File: src/rtl/exe_arbiter_if.sv
// Handshake bundle between the two requesters, the shared EXE stage and the
// result consumer. The arbiter connects through the slave modport.
interface exe_arbiter_if #(
    parameter int WIDTH = 32
);
    logic             req0_valid;
    logic             req0_ready;
    logic [WIDTH-1:0] req0_value1;
    logic [WIDTH-1:0] req0_value2;
    logic [WIDTH-1:0] req0_immediate;
    logic [2:0]       req0_alu_oc;
    logic             req0_ir_op;

    logic             req1_valid;
    logic             req1_ready;
    logic [WIDTH-1:0] req1_value1;
    logic [WIDTH-1:0] req1_value2;
    logic [WIDTH-1:0] req1_immediate;
    logic [2:0]       req1_alu_oc;
    logic             req1_ir_op;

    logic [WIDTH-1:0] exe_value1;
    logic [WIDTH-1:0] exe_value2;
    logic [WIDTH-1:0] exe_immediate;
    logic [2:0]       exe_alu_oc;
    logic             exe_ir_op;
    logic [WIDTH-1:0] exe_result;

    logic             rsp_valid;
    logic             rsp_ready;
    logic             rsp_id;
    logic [WIDTH-1:0] rsp_result;

    modport master (
        output req0_valid, req0_value1, req0_value2, req0_immediate, req0_alu_oc, req0_ir_op,
        input  req0_ready,
        output req1_valid, req1_value1, req1_value2, req1_immediate, req1_alu_oc, req1_ir_op,
        input  req1_ready,
        input  exe_value1, exe_value2, exe_immediate, exe_alu_oc, exe_ir_op,
        output exe_result,
        input  rsp_valid, rsp_id, rsp_result,
        output rsp_ready
    );

    modport slave (
        input  req0_valid, req0_value1, req0_value2, req0_immediate, req0_alu_oc, req0_ir_op,
        output req0_ready,
        input  req1_valid, req1_value1, req1_value2, req1_immediate, req1_alu_oc, req1_ir_op,
        output req1_ready,
        output exe_value1, exe_value2, exe_immediate, exe_alu_oc, exe_ir_op,
        input  exe_result,
        output rsp_valid, rsp_id, rsp_result,
        input  rsp_ready
    );
endinterface

File: src/rtl/exe_arbiter.sv
// Round-robin arbiter sharing the EXE stage between ID (port 0) and a
// secondary requester (port 1); one operation in flight at a time.
//
// state | meaning
// IDLE  | ready to grant one valid requester
// WAIT  | EXE inputs held, counting down the EXE latency
// RESP  | result held on rsp_* until the consumer takes it
module exe_arbiter #(
    parameter int WIDTH   = 32,
    parameter int EXE_LAT = 1
) (
    input  logic           clk,
    input  logic           rst_n,
    exe_arbiter_if.slave   bus,
    output logic           busy
);
    typedef enum logic [1:0] {
        IDLE = 2'd0,
        WAIT = 2'd1,
        RESP = 2'd2
    } state_t;

    state_t           state;
    logic [3:0]       cnt;
    logic             last_grant;

    logic             any_valid;
    logic             gnt_idx;
    logic             accept;
    logic [WIDTH-1:0] sel_value1;
    logic [WIDTH-1:0] sel_value2;
    logic [WIDTH-1:0] sel_immediate;
    logic [2:0]       sel_alu_oc;
    logic             sel_ir_op;

    // On a tie the requester that did not win last time is granted.
    always_comb begin
        any_valid     = bus.req0_valid | bus.req1_valid;
        gnt_idx       = (bus.req0_valid & bus.req1_valid) ? ~last_grant : bus.req1_valid;
        accept        = (state == IDLE) & any_valid;
        sel_value1    = gnt_idx ? bus.req1_value1    : bus.req0_value1;
        sel_value2    = gnt_idx ? bus.req1_value2    : bus.req0_value2;
        sel_immediate = gnt_idx ? bus.req1_immediate : bus.req0_immediate;
        sel_alu_oc    = gnt_idx ? bus.req1_alu_oc    : bus.req0_alu_oc;
        sel_ir_op     = gnt_idx ? bus.req1_ir_op     : bus.req0_ir_op;
    end

    assign bus.req0_ready = accept & ~gnt_idx;
    assign bus.req1_ready = accept &  gnt_idx;
    assign busy           = (state != IDLE);

    always_ff @(posedge clk or negedge rst_n) begin
        if (!rst_n) begin
            state             <= IDLE;
            cnt               <= '0;
            last_grant        <= 1'b1;
            bus.exe_value1    <= '0;
            bus.exe_value2    <= '0;
            bus.exe_immediate <= '0;
            bus.exe_alu_oc    <= '0;
            bus.exe_ir_op     <= 1'b0;
            bus.rsp_valid     <= 1'b0;
            bus.rsp_id        <= 1'b0;
            bus.rsp_result    <= '0;
        end else begin
            case (state)
                IDLE: begin
                    if (any_valid) begin
                        bus.exe_value1    <= sel_value1;
                        bus.exe_value2    <= sel_value2;
                        bus.exe_immediate <= sel_immediate;
                        bus.exe_alu_oc    <= sel_alu_oc;
                        bus.exe_ir_op     <= sel_ir_op;
                        bus.rsp_id        <= gnt_idx;
                        last_grant        <= gnt_idx;
                        cnt               <= 4'(EXE_LAT);
                        state             <= WAIT;
                    end
                end
                WAIT: begin
                    if (cnt != 4'd0) begin
                        cnt <= cnt - 4'd1;
                    end else begin
                        bus.rsp_result <= bus.exe_result;
                        bus.rsp_valid  <= 1'b1;
                        state          <= RESP;
                    end
                end
                RESP: begin
                    if (bus.rsp_ready) begin
                        bus.rsp_valid <= 1'b0;
                        state         <= IDLE;
                    end
                end
                default: state <= IDLE;
            endcase
        end
    end
endmodule

File: src/flat_wrapper.sv
// flat-port wrapper written by rule: the top's interface ports become plain ports
module exe_arbiter_flat 
#(
    parameter int WIDTH   = 32,
    parameter int EXE_LAT = 1
)
  (clk, rst_n, busy, bus_req0_valid, bus_req0_value1, bus_req0_value2, bus_req0_immediate, bus_req0_alu_oc, bus_req0_ir_op, bus_req0_ready, bus_req1_valid, bus_req1_value1, bus_req1_value2, bus_req1_immediate, bus_req1_alu_oc, bus_req1_ir_op, bus_req1_ready, bus_exe_value1, bus_exe_value2, bus_exe_immediate, bus_exe_alu_oc, bus_exe_ir_op, bus_exe_result, bus_rsp_valid, bus_rsp_id, bus_rsp_result, bus_rsp_ready);
  exe_arbiter_if #(.WIDTH(WIDTH)) bus_i ();
  input  logic clk;
  input  logic rst_n;
  output logic busy;
  input wire logic [$bits(bus_i.req0_valid)-1:0] bus_req0_valid;
  input wire logic [$bits(bus_i.req0_value1)-1:0] bus_req0_value1;
  input wire logic [$bits(bus_i.req0_value2)-1:0] bus_req0_value2;
  input wire logic [$bits(bus_i.req0_immediate)-1:0] bus_req0_immediate;
  input wire logic [$bits(bus_i.req0_alu_oc)-1:0] bus_req0_alu_oc;
  input wire logic [$bits(bus_i.req0_ir_op)-1:0] bus_req0_ir_op;
  output wire logic [$bits(bus_i.req0_ready)-1:0] bus_req0_ready;
  input wire logic [$bits(bus_i.req1_valid)-1:0] bus_req1_valid;
  input wire logic [$bits(bus_i.req1_value1)-1:0] bus_req1_value1;
  input wire logic [$bits(bus_i.req1_value2)-1:0] bus_req1_value2;
  input wire logic [$bits(bus_i.req1_immediate)-1:0] bus_req1_immediate;
  input wire logic [$bits(bus_i.req1_alu_oc)-1:0] bus_req1_alu_oc;
  input wire logic [$bits(bus_i.req1_ir_op)-1:0] bus_req1_ir_op;
  output wire logic [$bits(bus_i.req1_ready)-1:0] bus_req1_ready;
  output wire logic [$bits(bus_i.exe_value1)-1:0] bus_exe_value1;
  output wire logic [$bits(bus_i.exe_value2)-1:0] bus_exe_value2;
  output wire logic [$bits(bus_i.exe_immediate)-1:0] bus_exe_immediate;
  output wire logic [$bits(bus_i.exe_alu_oc)-1:0] bus_exe_alu_oc;
  output wire logic [$bits(bus_i.exe_ir_op)-1:0] bus_exe_ir_op;
  input wire logic [$bits(bus_i.exe_result)-1:0] bus_exe_result;
  output wire logic [$bits(bus_i.rsp_valid)-1:0] bus_rsp_valid;
  output wire logic [$bits(bus_i.rsp_id)-1:0] bus_rsp_id;
  output wire logic [$bits(bus_i.rsp_result)-1:0] bus_rsp_result;
  input wire logic [$bits(bus_i.rsp_ready)-1:0] bus_rsp_ready;
  assign bus_i.req0_valid = bus_req0_valid;
  assign bus_i.req0_value1 = bus_req0_value1;
  assign bus_i.req0_value2 = bus_req0_value2;
  assign bus_i.req0_immediate = bus_req0_immediate;
  assign bus_i.req0_alu_oc = bus_req0_alu_oc;
  assign bus_i.req0_ir_op = bus_req0_ir_op;
  assign bus_req0_ready = bus_i.req0_ready;
  assign bus_i.req1_valid = bus_req1_valid;
  assign bus_i.req1_value1 = bus_req1_value1;
  assign bus_i.req1_value2 = bus_req1_value2;
  assign bus_i.req1_immediate = bus_req1_immediate;
  assign bus_i.req1_alu_oc = bus_req1_alu_oc;
  assign bus_i.req1_ir_op = bus_req1_ir_op;
  assign bus_req1_ready = bus_i.req1_ready;
  assign bus_exe_value1 = bus_i.exe_value1;
  assign bus_exe_value2 = bus_i.exe_value2;
  assign bus_exe_immediate = bus_i.exe_immediate;
  assign bus_exe_alu_oc = bus_i.exe_alu_oc;
  assign bus_exe_ir_op = bus_i.exe_ir_op;
  assign bus_i.exe_result = bus_exe_result;
  assign bus_rsp_valid = bus_i.rsp_valid;
  assign bus_rsp_id = bus_i.rsp_id;
  assign bus_rsp_result = bus_i.rsp_result;
  assign bus_i.rsp_ready = bus_rsp_ready;
  exe_arbiter #(.WIDTH(WIDTH), .EXE_LAT(EXE_LAT)) u_core (.clk(clk), .rst_n(rst_n), .bus(bus_i), .busy(busy));
endmodule
File: config.mk
export PLATFORM = sky130hd
export DESIGN_NAME = exe_arbiter_flat
export DESIGN_NICKNAME = d
export VERILOG_FILES = /design/src/rtl/exe_arbiter_if.sv /design/src/rtl/exe_arbiter.sv /design/src/flat_wrapper.sv
export SDC_FILE = /design/constraint.sdc
export NUM_CORES = 1
export LEC_CHECK = 0
export CAP_MARGIN = 10
export CORE_UTILIZATION = 30
export CTS_CLUSTER_DIAMETER = 150
export CTS_CLUSTER_SIZE = 24
export DETAILED_ROUTE_END_ITERATION = 7
export GPL_TIMING_DRIVEN = 0
export PLACE_DENSITY = 0.67
export SLEW_MARGIN = 20
export SYNTH_ARGS = -nofsm -noshare
export SYNTH_HDL_FRONTEND = slang
export SYNTH_SLANG_ARGS = --single-unit
File: constraint.sdc
create_clock -name clk -period 2.8 [get_ports clk]
set_input_delay 0.7 -clock clk [delete_from_list [all_inputs] [get_ports clk]]
set_output_delay 0.7 -clock clk [all_outputs]
set_load 0.01 [all_outputs]
== After elaboration in Yosys (flattened, before gate mapping) ==
Index checks and enable logic that the tools add are counted.

* $add $sub $neg: 1
* $mul: 0
* Divide/modulo/power cells: 0
* Magnitude comparators: 0
* Equal/unequal tests: 6
* Shifts and indexed selects: 0
* Mux-type cells: 16
* Bitwise gates (word level): 8
* Reductions and logical operators: 10

{| class="wikitable"
|+ Operator list
! cell !! number
|-
| 2-to-1 mux 32 bit || 3
|-
| AND reduction 3 bit || 3
|-
| 2-to-1 mux 4 bit || 2
|-
| case mux 4 bit (2 select lines) || 1
|-
| 2-to-1 mux 2 bit || 3
|-
| case mux 2 bit (3 select lines) || 1
|-
| nonzero test 2 bit || 3
|-
| AND 1 bit || 4
|-
| 2-to-1 mux 1 bit || 4
|-
| inequality test 2 x 1 -> 1 bit (second input constant) || 2
|-
| inequality test 2 bit (second input constant) || 2
|-
| AND reduction 2 bit || 2
|-
| nonzero test 4 bit || 1
|-
| subtractor 4 x 1 -> 4 bit (second input constant) || 1
|-
| 2-to-1 mux 3 bit || 1
|-
| NOT 1 bit || 3
|-
| == test 2 x 1 -> 1 bit (second input constant) || 1
|-
| == test 2 bit (second input constant) || 1
|-
| logical NOT 2 bit || 1
|-
| case mux 1 bit (2 select lines) || 1
|-
| bitwise OR 1 bit || 1
|}

* Register bits: 141
* Bits in latches: 0
* Memory bits (writable): 0
* Bits in read-only memories: 0
* Input bits: 237
* Output and inout port bits: 137
* Word-level logic and storage cells: 52
* Memories kept: 0

== Longest topological paths before layout ==
Gate-level depths: netlist (run 1).

* Word-level depth: 4
* Mapped depth: 6
* Mapped depth without buffers: 5

== Least setup slack after synthesis (run 1) ==
Ideal clock, no wire load.

* Kind: input to output
* From: in bus_req1_valid
* To: out bus_req1_ready
* Arrival: 1398 ps
* Slack: 702 ps
* Cell stages on the path: 4
* Buffers on the path: 2
* Path through: a21boi_1 buf_2 buf_2 and2_1

* Longest elaborated chain between the ends: 3
* Elaborated cells on any way between the ends: 5
* Classes of those cells: 1 x mux; 4 x bitwise

{| class="wikitable"
|+ RTL lines
! what !! line !! text
|-
| start: declaration || flat_wrapper.sv:19 || <nowiki>input wire logic [$bits(bus_i.req1_valid)-1:0] bus_req1_valid;</nowiki>
|-
| bitwise OR 1 bit or AND 1 bit (tied branches) || exe_arbiter.sv:38, exe_arbiter.sv:39 ||
|-
| AND 1 bit or 2-to-1 mux 1 bit (tied branches) || exe_arbiter.sv:40, exe_arbiter.sv:39 ||
|-
| AND 1 bit (*) || exe_arbiter.sv:49 || <nowiki>assign bus.req1_ready = accept & gnt_idx;</nowiki>
|-
| end: declaration || flat_wrapper.sv:25 || <nowiki>output wire logic [$bits(bus_i.req1_ready)-1:0] bus_req1_ready;</nowiki>
|}

Every way passes the cells marked *; elsewhere a longest branch is shown, timed or not.

== Worst setup path in the final report (run 1) ==
* From: in bus_req1_valid
* To: out bus_req0_ready

* Longest elaborated chain between the ends: 4
* Elaborated cells on any way between the ends: 6
* Classes of those cells: 1 x mux; 5 x bitwise

{| class="wikitable"
|+ RTL lines
! what !! line !! text
|-
| AND 1 bit || exe_arbiter.sv:39 || <nowiki>gnt_idx = (bus.req0_valid & bus.req1_valid) ? ~last_grant : bus.req1_valid;</nowiki>
|-
| 2-to-1 mux 1 bit || exe_arbiter.sv:39 ||
|-
| NOT 1 bit || exe_arbiter.sv:48 || <nowiki>assign bus.req0_ready = accept & ~gnt_idx;</nowiki>
|-
| AND 1 bit (*) || exe_arbiter.sv:48 ||
|-
| end: declaration || flat_wrapper.sv:18 || <nowiki>output wire logic [$bits(bus_i.req0_ready)-1:0] bus_req0_ready;</nowiki>
|}

Marks and branches as above.

==> results of run 1 <==
-- cells by family after synthesis --
family	synth area share
AND/OR/NAND/NOR	0.1223
adder cells (fa/ha/maj)	0.004102
AO/OA/AOI/OAI	0.1801
flip-flops	0.5787
multiplexers	0.06072
buffers and inverters	0.05415
-- final cells by class --
cell class	instances	area, µm²	share of cell area
clock buffer	20	456.7	0.04214
antenna	2	5.005	0.0004618
multi-input combinational	267	2243	0.2070
timing repair buffer	376	3782	0.3490
clock inverter	12	160.2	0.01478
buffer	47	309.0	0.02852
tap	265	331.6	0.03060
sequential	141	3530	0.3257
inverter	5	18.77	0.001732
-- placed cells by master (no fill, tap or decap), types with 2 or more instances in the layout --
cell / count
clkdlybuf4s50_1: 370
dfrtp_1: 140
and3_1: 100
a221o_1: 100
mux2_2: 32
clkbuf_1: 19
clkbuf_16: 17
buf_6: 15
buf_2: 11
inv_1: 5
nor3_1: 4
clkinvlp_4: 4
buf_4: 3
nand2_1: 3
o21ai_0: 3
bufinv_16: 3
inv_6: 3
diode_2: 2
clkbuf_2: 2
nor2b_1: 2
a21o_1: 2
a21oi_1: 2
ha_1: 2
clkbuf_8: 2
-- critical path: cells and delay by family --
family        cells  cell delay [ns]
buf+inv           2             1.00
simple gates      2             0.31
-- through the flow --
stage	cells	util
finish	1135	0.5496
global route	1133	0.5493
CTS	1133	0.5492
detailed placement	1101	0.5172
global placement	1100	0.5155
floorplan	462	-
-- power by group through the flow --
stage | Clock, mW | Combinational [mW] | Sequential (mW)
6_report | 2.37 | 5.35 | 3.64
5_1_grt | 2.51 | 5.76 | 3.76
4_1_cts | 2.44 | 5.43 | 3.64
3_5_place_dp | 0 | 5.40 | 3.63
3_3_place_gp | 0 | 5.36 | 3.63
2_1_floorplan | 0 | 2.04 | 4.01
-- repair_timing --
| action | CTS | global route |
|---|---|---|
| gates resized for setup | 5 | 1 |
| pin swaps | 1 | 0 |
| setup buffers | 2 | 0 |
| setup endpoints to repair | 2 | 1 |
-- path summary, 6_finish.rpt --
kind                              startpoint                          end  slack (ns)  depth (start not counted)
max                           bus_req1_valid               bus_req0_ready        0.09                          4
min                                    rst_n  u_core.bus.exe_immediate[8]        0.20                          1
max reg2reg                u_core.last_grant     u_core.bus.exe_value2[1]        0.95                          6
min reg2reg                u_core.bus.rsp_id            u_core.bus.rsp_id        0.48                          1
max in group asynchronous              rst_n     u_core.bus.exe_value1[8]        1.82                          2
min in group clk           u_core.bus.rsp_id            u_core.bus.rsp_id        0.48                          1
-- flip-flops by register name, indices dropped and copies added, names as in the netlist, 2 cells and up --
signal,flops
u_core.bus.exe_immediate,32
u_core.bus.exe_alu_oc,3
u_core.state,2
u_core.bus.exe_value2,32
u_core.bus.exe_value1,32
u_core.bus.rsp_result,32
u_core.cnt,4
-- metal layers --
metal / GRT usage / vias up / part of all wire
met5: 0 / - / 0.00057
met3: 0.06987 / 25 / 0.087
met2: 0.3672 / 265 / 0.49
li1: - / 2621 / -
met1: 0.2557 / 2700 / 0.41
met4: 0.07590 / 2 / 0.017
==> flow_summary.json, run 1 <==
{
  "area_of_the_die_um2": 20910,
  "postSynth.asyncResetShare": 1.000,
  "cp.required_ns": 2.10,
  "dpl.hpwl_um": 16910,
  "cts_hold_buf": 0,
  "sinks_on_the_clock_net": 141,
  "power_frac_clock": 0.209,
  "synthFlopType": "dfrtp_1",
  "syn_area_um2": 6100,
  "critical_path.most_common_cell": "clkdlybuf4s50_1",
  "run_status": "complete, no violations",
  "grt_pass1_vias": 5685,
  "cts_tree": "done",
  "clk-insertion-delay-late_ns": 0.41,
  "vdd_ir_drop_max_uv": 466.9,
  "wl_per_cell_um": 20.19,
  "synth_area_leaders": "dfrtp_1 57%, a221o_1 16%, and3_1 10%, mux2_2 5.9%, buf_6 2.6%",
  "fp.dieH_um": 144.6,
  "post-route-worst-setup-slack_ns": 0.08721,
  "finalWeightedCongestion": 0.7761,
  "finalHoldViolCount": 0,
  "ys_seq_area_frac": 0.5787,
  "worst-path-max-fanout": 4,
  "hold_class": "input port to asynchronous set/reset pin",
  "hold-worst-slack_ns": 0.2008,
  "timing.critical_path.cells": "clkdlybuf4s50_1 -> nand2b_1 -> and3_4 -> clkdlybuf4s50_1",
  "power.share.combinational": 0.471,
  "slowest_delay_ns": 0.53,
  "rsz_0062_raised_after_global_routing": "false",
  "netlist.top_cell.by_area": "dfrtp_1",
  "grt_first_pass_wirelength_um": 33210,
  "worst_slew_pin_slew_ns": 0.6142,
  "starting_density_of_the_core": 0.3093,
  "synth_top_cells_by_count": "140 x dfrtp_1, 100 x a221o_1, 100 x and3_1, 32 x mux2_2, 19 x clkbuf_1",
  "h-tree-depth": 4,
  "fin_tns_setup_ns": 0,
  "drive_above_1_share": 0.1198,
  "synth.distinct_cells": 35,
  "post_synth_inst_count": 462,
  "row_count": 51,
  "n_fill_cell": 1691,
  "detailedRoute.firstIterationViolations": 218,
  "syn_nets": 701,
  "syn-mean-instance-area_um2": 13.20,
  "antenna_found_initial": 3,
  "yosys_warnings": 0,
  "p_total_mw": 11.35,
  "intPower_mw": 7.674,
  "total_gr_overflow": 0,
  "ant_nets": 0,
  "fin_crit_period_ns": 2.713,
  "cp-end-kind": "output pin",
  "all_layer_gr_usage": 0.2164,
  "floorplan.die.width_um": 144.6,
  "floorplan.io_pins": 374,
  "max_cap_violations": 0,
  "switch_share": 0.3237,
  "core_area_um2": 19720,
  "seq_power_share": 0.320,
  "fin_skew_ns": 0.006029,
  "cellLeakagePower_nw": 4.841,
  "route.detailed.vias_per_inst": 4.945,
  "finalNetCount": 1094,
  "setup-violations-final": 0,
  "timing.setup.critical_path_class": "input port to output pin",
  "cts-root-buf": "clkbuf_16",
  "yosys.cell_count.top_type": "dfrtp_1",
  "stdcell_area_um2": 10840,
  "remaining_drc_errors": 0,
  "clk_pin_slew_worst_paths_ns": 0.06,
  "clk_path_buf_depth": 2,
  "place.port_buffers": 373,
  "worst_slew_margin_rel": 0.5905,
  "pin_count_of_the_biggest_net_entering_global_routing": 83,
  "areaGrowthSynthToFinish_pct": 77.66,
  "switchingPower_mw": 3.673,
  "route.final.wire_length_um": 22920,
  "synth_edf_count": 0,
  "numCtsBuffers": 17,
  "timing.critical_path.arrival_ns": 2.01,
  "worstSetupStartpointType": "input port",
  "detail_route.first_pass.iterations": 5,
  "vias": 5613,
  "finalMaxSlewViolations": 0,
  "number_of_storage_elements_in_the_synthesis_netlist": 141,
  "dp_slack_ns": -0.7119,
  "critPathSlowestCell": "clkdlybuf4s50_1",
  "period_share": 0.9689,
  "max_freq_ghz": 0.3686,
  "synthDominantCellAreaShare": 0.5744,
  "post_dp_cell_area_um2": 10200,
  "powerDensity_nw_per_um2": 1047
}
(Power assumes the default switching activity.)
==> inputs of run 2 (changes only) <==
Settings changed: PLACE_DENSITY 0.67 to 0.75, RECOVER_POWER from default to 25.
==> flow_summary.json, run 2 (same netlist as run 1, synthesis figures left out) <==
{
  "drive_above_1_share": 0.1187,
  "detail_route.first_pass.iterations": 4,
  "timing.hold.worst_endpoint": "u_core.bus.rsp_id",
  "hold-worst-slack_ns": 0.4966,
  "fp.dieH_um": 144.6,
  "max_cap_violations": 0,
  "cts-root-buf": "clkbuf_16",
  "dpl.hpwl_um": 16820,
  "route.final.wire_length_um": 22890,
  "worst-path-max-fanout": 10,
  "wl_per_cell_um": 20.20,
  "sinks_on_the_clock_net": 141,
  "vias": 5693,
  "final_common_cell": "clkdlybuf4s50_1",
  "timing.critical_path.arrival_ns": 1.87,
  "finalNetCount": 1094,
  "antenna_found_initial": 1,
  "cp-end-kind": "output pin",
  "clk_pin_slew_worst_paths_ns": 0.06,
  "finalMaxSlewViolations": 0,
  "cellLeakagePower_nw": 4.842,
  "floorplan.io_pins": 374,
  "vdd_ir_drop_max_uv": 391.9,
  "final_cell_mix": "369 x clkdlybuf4s50_1, 140 x dfrtp_1, 100 x and3_1, 100 x a221o_1, 32 x mux2_2",
  "timing.setup.critical_path_class": "flip-flop to output pin",
  "grt_pass1_vias": 5737,
  "max_freq_ghz": 0.3887,
  "finalHoldViolCount": 0,
  "intPower_mw": 7.590,
  "final_core_util": 0.5481,
  "seq_power_share": 0.322,
  "cp.required_ns": 2.10,
  "row_count": 51,
  "switchingPower_mw": 3.725,
  "starting_density_of_the_core": 0.3093,
  "regToRegStartpoint": "u_core.last_grant",
  "pin_count_of_the_biggest_net_entering_global_routing": 87,
  "worst_slew_pin_slew_ns": 1.464,
  "ant_nets": 0,
  "worst_reg2reg_path_endpoint": "u_core.bus.exe_value2[7]",
  "power.share.combinational": 0.476,
  "core_area_um2": 19720,
  "area_of_the_die_um2": 20910,
  "total_gr_overflow": 0,
  "worst_hold_path_startpoint": "u_core.bus.rsp_id",
  "worst_slew_margin_rel": 0.02382,
  "clk-insertion-delay-late_ns": 0.42,
  "switch_share": 0.3292,
  "all_layer_gr_usage": 0.2127,
  "worstRegToRegCells": 6,
  "finalWeightedCongestion": 0.8111,
  "detailedRoute.firstIterationViolations": 253,
  "cts_tree": "done",
  "numCtsBuffers": 17,
  "fin_crit_period_ns": 2.573,
  "rsz_0062_raised_after_global_routing": "false",
  "route.detailed.vias_per_inst": 5.025,
  "remaining_drc_errors": 0,
  "areaGrowthSynthToFinish_pct": 77.17,
  "register_to_register_setup_slack_ns": 0.94,
  "setup-violations-final": 0,
  "run_status": "complete, no violations",
  "power_frac_clock": 0.202,
  "floorplan.die.width_um": 144.6,
  "powerDensity_nw_per_um2": 1047,
  "h-tree-depth": 4,
  "hold_depth": 1,
  "clk_path_buf_depth": 2,
  "period_share": 0.9189,
  "hold_class": "flip-flop to flip-flop",
  "worstSetupStartpointType": "flip-flop",
  "fin_skew_ns": 0.01205,
  "insertedDiodeCount": 0,
  "grt_first_pass_wirelength_um": 32890,
  "place.port_buffers": 373
}
## run 2: cell count changes in the layout (fill, tap and decap cells not counted), sizes merged
cell / previous run / this run
clkinvlp: 4 / 3
diode: 2 / 0
clkinv: 2 / 3
dlymetal6s2s: 1 / 2
bufinv: 3 / 2
buf: 31 / 30
clkdlybuf4s50: 370 / 369
clkbuf: 40 / 42
## run 2: worst max path at each step
stage               slack, ns            start  cells after the start                   endpoint
floorplan                0.70   bus_req1_valid                      4             bus_req1_ready
global placement        -4.84            rst_n                      1  u_core.bus.exe_value2[16]
detailed placement      -0.79   bus_req1_valid                      6             bus_req1_ready
CTS                     0.006   bus_req1_valid                      5             bus_req1_ready
global route             0.15  u_core.state[1]                      5                       busy
finish                   0.23  u_core.state[1]                      5                       busy
## run 2: metal layers
layer,track usage,vias up,wire (µm)
met5,0,-,11
met4,0.07978,2,413
met3,0.05894,26,1870
met2,0.3537,262,11200
met1,0.2614,2790,9393
li1,-,2613,-
## run 2: final cells by class
class | count | area (µm²)
Fill cell | 1691 | 8911
Timing Repair Buffer | 376 | 3775
Sequential cell | 141 | 3530
Multi-Input combinational cell | 267 | 2251
Clock buffer | 21 | 460.4
Tap cell | 265 | 331.6
Buffer | 47 | 309.0
Clock inverter | 11 | 131.4
Inverter | 5 | 18.77
## run 2: worst max-delay path: stages, from the launching register on
cell	delay, ns
dfrtp_1	0.37
buf_4	0.17
nor2_4	0.13
clkbuf_2	0.23
inv_1	0.06
clkdlybuf4s50_1	0.50
## run 2: timing repair
item                                    4_1_cts  5_1_grt
resized for setup                             4        5
pin swaps                                     1        0
setup buffers                                 2        0
endpoints found under the setup margin        2        3
hold buffers                                  0        0
## run 2: power by group through the flow
stage | Combinational [mW] | Clock [mW] | Sequential [mW]
global placement | 5.36 | 0 | 3.62
finish | 5.39 | 2.29 | 3.64
floorplan | 2.04 | 0 | 4.01
detailed placement | 5.44 | 0 | 3.63
CTS | 5.46 | 2.33 | 3.63
global route | 5.77 | 2.41 | 3.76
## run 2: metrics by stage
step | std cells | power (mW) | setup TNS, ns | worst slack, ns | cell area [µm²]
floorplan | 462 | 6.048 | 0 | 0.7015 | 6100
global placement | 1100 | 8.979 | -679.76 | -4.842 | 10160
detailed placement | 1101 | 9.073 | -1.007 | -0.7916 | 10200
CTS | 1133 | 11.42 | 0 | 0.005717 | 10800
global route | 1133 | 11.94 | 0 | 0.1499 | 10810
finish | 1133 | 11.32 | 0 | 0.2271 | 10810
